===== src/rtl/tlu_event_framer.sv =====
// Pulls one 10-word TLU event from the 16-bit upstream port, then presents it as
// self-describing 32-bit words on a FWFT port. Optional ID tracking: TLU_FRAMER_ID_CHECK_EN.
module tlu_event_framer #(
    parameter logic [7:0] HEADER = 8'hC0
) (
    input  logic        BUS_CLK,
    input  logic        BUS_RST,
    input  logic        ENABLE,
    output logic        FIFO_READ,
    input  logic        FIFO_EMPTY,
    input  logic [15:0] FIFO_DATA,
    input  logic        OUT_FIFO_READ,
    output logic        OUT_FIFO_EMPTY,
    output logic [31:0] OUT_FIFO_DATA,
    output logic [31:0] EVENT_CNT,
    output logic [7:0]  ID_ERR_CNT,
    output logic        BUSY
);

    localparam int EVENT_WORDS = 10;

    typedef enum logic [1:0] {
        IDLE  = 2'd0,
        FILL  = 2'd1,
        DRAIN = 2'd2
    } state_t;

    state_t      state_reg, state_next;
    logic [3:0]  fill_idx_reg, fill_idx_next;
    logic [3:0]  out_idx_reg, out_idx_next;
    logic [15:0] buffer_reg [EVENT_WORDS];
    logic [31:0] word_fmt [EVENT_WORDS];
    logic [3:0]  flags_reg;
    logic        first_event_reg;
    logic [31:0] event_cnt_reg;
    logic        fifo_read_reg;
    logic        capture;
    logic        fill_last;
    logic        drain_last;
    logic        id_err;

    always_comb begin
        state_next    = state_reg;
        fill_idx_next = fill_idx_reg;
        out_idx_next  = out_idx_reg;
        capture       = 1'b0;
        fill_last     = 1'b0;
        drain_last    = 1'b0;
        case (state_reg)
            IDLE: begin
                if (ENABLE && !FIFO_EMPTY) begin
                    state_next    = FILL;
                    fill_idx_next = 4'd0;
                end
            end
            FILL: begin
                capture       = 1'b1;
                fill_idx_next = fill_idx_reg + 4'd1;
                if (fill_idx_reg == 4'(EVENT_WORDS - 1)) begin
                    fill_last    = 1'b1;
                    state_next   = DRAIN;
                    out_idx_next = 4'd0;
                end
            end
            DRAIN: begin
                // A pop is only possible here; reads while empty never reach this branch.
                if (OUT_FIFO_READ) begin
                    out_idx_next = out_idx_reg + 4'd1;
                    if (out_idx_reg == 4'(EVENT_WORDS - 1)) begin
                        drain_last = 1'b1;
                        state_next = IDLE;
                    end
                end
            end
            default: begin
                state_next = IDLE;
            end
        endcase
    end

    always_ff @(posedge BUS_CLK) begin
        if (BUS_RST) begin
            state_reg       <= IDLE;
            fill_idx_reg    <= 4'd0;
            out_idx_reg     <= 4'd0;
            fifo_read_reg   <= 1'b0;
            flags_reg       <= 4'd0;
            first_event_reg <= 1'b1;
            event_cnt_reg   <= 32'd0;
            for (int i = 0; i < EVENT_WORDS; i++) begin
                buffer_reg[i] <= 16'd0;
            end
        end else begin
            state_reg     <= state_next;
            fill_idx_reg  <= fill_idx_next;
            out_idx_reg   <= out_idx_next;
            // Registered pop strobe tracks the state register exactly, one flop later in logic.
            fifo_read_reg <= (state_next == FILL);
            if (capture) begin
                buffer_reg[fill_idx_reg] <= FIFO_DATA;
            end
            if (fill_last) begin
                flags_reg       <= {2'b00, first_event_reg, id_err};
                first_event_reg <= 1'b0;
            end
            if (drain_last) begin
                event_cnt_reg <= event_cnt_reg + 32'd1;
            end
        end
    end

`ifdef TLU_FRAMER_ID_CHECK_EN
    logic [31:0] assembled_id;
    logic [31:0] last_id_reg;
    logic [7:0]  id_err_cnt_reg;

    // The upper ID half is still on the bus during the final FILL cycle.
    assign assembled_id = {FIFO_DATA, buffer_reg[8]};
    assign id_err       = !first_event_reg && (assembled_id != last_id_reg + 32'd1);

    always_ff @(posedge BUS_CLK) begin
        if (BUS_RST) begin
            last_id_reg    <= 32'd0;
            id_err_cnt_reg <= 8'd0;
        end else if (fill_last) begin
            last_id_reg <= assembled_id;
            if (id_err && (id_err_cnt_reg != 8'hFF)) begin
                id_err_cnt_reg <= id_err_cnt_reg + 8'd1;
            end
        end
    end

    assign ID_ERR_CNT = id_err_cnt_reg;
`else
    assign id_err     = 1'b0;
    assign ID_ERR_CNT = 8'h00;
`endif

    for (genvar gi = 0; gi < EVENT_WORDS; gi++) begin : g_word
        assign word_fmt[gi] = {HEADER, flags_reg, 4'(gi), buffer_reg[gi]};
    end

    assign FIFO_READ      = fifo_read_reg;
    assign OUT_FIFO_EMPTY = (state_reg != DRAIN);
    assign OUT_FIFO_DATA  = (state_reg == DRAIN) ? word_fmt[out_idx_reg] : 32'h0;
    assign EVENT_CNT      = event_cnt_reg;
    assign BUSY           = (state_reg != IDLE);

endmodule


===== config.mk =====
export PLATFORM = sky130hd
export DESIGN_NAME = tlu_event_framer
export DESIGN_NICKNAME = d
export VERILOG_FILES = /design/src/rtl/tlu_event_framer.sv
export SDC_FILE = /design/constraint.sdc
export NUM_CORES = 1
export LEC_CHECK = 0
export BUFFER_PORTS_ARGS = -buffer_cell sky130_fd_sc_hd__buf_4
export CAP_MARGIN = 20
export CORE_UTILIZATION = 60
export CTS_BUF_LIST = sky130_fd_sc_hd__clkbuf_4
export CTS_CLUSTER_SIZE = 16
export DETAILED_ROUTE_END_ITERATION = 16
export PLACE_DENSITY = 0.85
export SYNTH_ARGS = -nofsm -noshare
export SYNTH_HDL_FRONTEND = slang
export SYNTH_SLANG_ARGS = --single-unit

===== constraint.sdc =====
create_clock -name BUS_CLK -period 2.7 [get_ports BUS_CLK]
set_input_delay 0.54 -clock BUS_CLK [delete_from_list [all_inputs] [get_ports BUS_CLK]]
set_output_delay 0.54 -clock BUS_CLK [all_outputs]
set_load 0.1 [all_outputs]

After elaboration in Yosys (flattened, before gate mapping)
Memory sizes are Yosys's and may differ from the RTL's. Index checks and enable logic that the tools add are counted.

Bits in registers: 45. RAM bits: 160. Input bits: 21. Output and inout port bits: 75. Logic and storage cells: 59. Memories kept: 1.

$add $sub $neg: 3. Magnitude comparators: 1. Eq/ne operators: 9. Muxes and demuxes: 28. Bitwise gates (word level): 1. Reduce and logical (&&, ||, !) cells: 9.

Memory list: buffer_reg (words 10, bits a word 16, rd ports 10, clocked after memory_dff 0, wr ports 10, RTL line 31) `logic [15:0] buffer_reg [EVENT_WORDS];`.

Operator list (count): $bmux 32 s4 (1); $mux 32 (3); $add 32x1->32 const B (1); $mux 16 (1); $mux 4 (4); $pmux 4 s2 (2); $reduce_or 16->1 (1); $mux 1 (12); $add 4x1->4 const B (2); $eq 4x4->1 const B (2); $mux 2 (4); $ne 2x2->1 const B (4); $pmux 2 s3 (1); $reduce_bool 2->1 (3); $ge 5x5->1 const B (1); $not 4->5 (1); $eq 2x1->1 const B (2); $reduce_and 3->1 (1); $eq 2x2->1 const B (1); $logic_not 2->1 (1); $reduce_and 2->1 (1); $logic_and 1x1->1 (1); $logic_not 1->1 (1).

Longest topological paths before layout
Depth after elaboration: 7. Depth in mapped cells: 10.

Worst setup path before layout
Ideal clock, no wire load.

Kind: register -> output. Start point: reg out_idx_reg[0]. End point: out OUT_FIFO_DATA[10]. Arrival time: 2773 ps. Required time: 2160 ps. Path slack: -613 ps. Stages on the path, launching flop included: 7. Cells stage by stage: dfxtp_1 buf_2 buf_2 buf_4 buf_4 mux2i_1 o22ai_1.

Longest elaborated chain between the ends: 5.

Ends and longest elaborated chain: from (decl) (RTL line 30) `logic [3:0] out_idx_reg, out_idx_next;`; from (signal assigned) (RTL line 96) `out_idx_reg <= out_idx_next;`; $not 4->5 (not written as such) (RTL line 145) `assign OUT_FIFO_DATA = (state_reg == DRAIN) ? word_fmt[out_idx_reg] : 32'h0;`; $bmux 32 s4 (RTL line 145); $mux 32 (not written as such) (2 in series) (RTL line 145); $mux 32 (RTL line 145); to (decl) (RTL line 14) `output logic [31:0] OUT_FIFO_DATA,`.

Every way passes these cells. The select of a mux whose other input is x is not followed.

Worst setup path after layout
Start point: reg out_idx_reg[0]. End point: out OUT_FIFO_DATA[6].

Same word-level chain as after synthesis.

==> flow_metrics.tcl <==
set metrics [dict create \
    outcome "finished with violations" \
    violations "negative setup slack" \
    cts.htree.levels 2 \
    postRouteAntennaNets 0 \
    place_hpwl_um 14800 \
    avgSynthCellArea_um2 12.5 \
    crit_required_ps 2160 \
    setup_ws_ps -169 \
    drc 0 \
    drive_gt1_frac 0.312 \
    final_common_cell "nor2_1" \
    grt_pass1_wl_um 36900 \
    ys.flop_type "edfxtp_1" \
    routed_wire_length_per_instance_um 22.7 \
    ys_ff_latch 205 \
    start_util 0.616 \
    crit_slowest_cell "mux4_2" \
    areaGrowthSynthToFinish_pct 22.9 \
    fmax_mhz 349 \
    hold_depth 2 \
    vias 6956 \
    cp-startpoint "out_idx_reg[0]" \
    synth.cell_area_mm2 0.00937 \
    synth_edf_count 160 \
    min_to "fill_idx_reg[1]" \
    overflow 0 \
    min_period_over_period 1.06 \
    yosys_warnings 0 \
    period_minus_slack_ps 2870 \
    std_cell_rows 45 \
    slowest_delay_ps 550 \
    reg2reg_slack_ps 240 \
    path_cells "buf_4 > mux4_2 > mux2i_2 > o22ai_2 > buf_6" \
    hold_ws_ps 246 \
    reg2regPathDepth 8 \
    final_core_util 0.757 \
    maxCapViolations 0 \
    register_area_mm2 0.00571 \
    ios 96 \
    p_leak_nw 4.24 \
    hold_viol_final 0 \
    r2r-end "EVENT_CNT[31]" \
    largest_reg_flops 160 \
    maxSlewViolCount 0 \
    fill_cells 805 \
    critPathKind "register to output pin" \
    cp-end-kind "output pin" \
    yosysSeqAreaShare 0.609 \
    fin_skew_ps 40.2 \
    holdCritStartpoint "BUS_RST" \
    root_buffer "clkbuf_4" \
    power.total_mw 6.54 \
    fp.dieH_um 127 \
    worstHoldPathType "primary input to register" \
    place_congestion 0.808 \
    cts_tree "built" \
    track_usage 0.303 \
    async_flop_share 0 \
    pre_cts_ws_ps 246 \
    relSlewSlack 0.620 \
    finalWirelength_um 25300 \
    yosysUniqueCellTypes 48 \
    dieArea_mm2 0.0161 \
    first_pass_iters 6 \
    fin_nets 910 \
    core-area_mm2 0.0152 \
    cts_hold_buffers 0 \
    r2r-start "out_idx_reg[0]" \
    cp-start-kind "register" \
    viasPerCell 6.26 \
    cp.arrival_ps 2330 \
    grt_pass1_vias 6819 \
    die_w_um 127 \
    clk_latency_ps 630 \
    antenna_found_initial 1 \
    finalSetupViolCount 16 \
    port_buffers 78 \
    clkTransAtPathRegs_ps 90 \
    grt_start_max_net_pins 45 \
    rsz0062_at_grt "true" \
    layout_common_cells "nor2_1, edfxtp_1, buf_4" \
    multiInputGateArea_mm2 0.00358 \
    cts_made_buffers 50 \
    synth_cells 752 \
    clock_path_buffers 3 \
    cts.sinks 205 \
    first_iter_violations 728 \
    worst_ir_drop_vdd_uv 315 \
    crit_path_max_fanout 5 \
    worst-slew-pin-transition_ps 568 \
    p_per_area_mw_per_mm2 568 \
]
## timing repair
action | 4_1_cts | 5_1_grt
pin swaps | 0 | 2
endpoints found under the setup margin | 20 | 20
gates resized for setup | 57 | 17
endpoints found under the hold margin | 0 | 0
cloned | 0 | 1
buffers inserted | 5 | 6
## critical path: cells and delay by family (launching register included)
family | cells | cell delay [ps]
flops | 1 | 410
compound gates | 1 | 120
mux | 2 | 790
buf+inv | 2 | 370
## logic make-up (layout without fill, tap and decap cells)
group	count (synthesis)	after routing	synth area share
DFF	205	205	0.609
adders and majority gates	5	5	0.00668
muxes	64	64	0.111
AOI/OAI and AO/OA	45	45	0.0284
and+or+nand+nor	317	317	0.170
other	1	18	0.000400
buffers and inverters	87	242	0.0482
xor gates and xnor gates	28	28	0.0262
## metrics by stage
stage	area, um^2	std cells	TNS (ps)
after global routing	11500	1112	-2830
after CTS	11400	1104	-1380
final	11500	1112	-1950
after floorplan	9600	768	-2210
after detailed placement	10400	1008	0
after global placement	10400	1008	0
## layout make-up
cell class                      instances  share of cell area
Multi-Input combinational cell        476               0.311
Clock inverter                         16             0.00750
Sequential cell                       205               0.496
Timing Repair Buffer                  123               0.105
Tap cell                              188              0.0204
Inverter                               28              0.0114
Antenna cell                            1            0.000217
Clock buffer                           75              0.0489
## synthesized netlist by cell type (8+ instances only)
cell type  number  area, um^2
nor2_1        183         687
edfxtp_1      160        4800
dfxtp_1        45         901
nand2_1        37         139
mux2i_1        32         320
mux4_2         32         721
inv_1          27         101
xnor2_1        22         193
buf_4          21         158
clkbuf_1       19        71.3
o22ai_1        16         100
buf_2          13        65.1
nand2b_1       13        81.3
nand3_1        13        65.1
a21oi_1        12        60.1
nor3_1         12        60.1
nand4_1         9        56.3
o21ai_0         8        40.0
## worst max path at each step
stage	endpoint	slack, ps	depth (start not counted)
after floorplan	OUT_FIFO_DATA[17]	-570	5
after global placement	OUT_FIFO_DATA[9]	330	5
after detailed placement	OUT_FIFO_DATA[13]	250	5
after CTS	OUT_FIFO_DATA[12]	-120	5
after global routing	OUT_FIFO_DATA[12]	-220	5
final	OUT_FIFO_DATA[6]	-170	5
## power breakdown
group	switching [mW]	internal (mW)	leakage, nW
registers	0.0360	3.48	2.02
logic	0.297	0.104	1.84
clock network	1.25	1.37	0.385
## per-layer routing
layer,up-vias,wire [um],track usage
li1,2961,-,-
met1,3337,8800,0.380
met2,557,12600,0.498
met3,101,2770,0.0628
met4,0,1130,0.165
met5,-,0,0
Power figures use the tool's default switching activity.
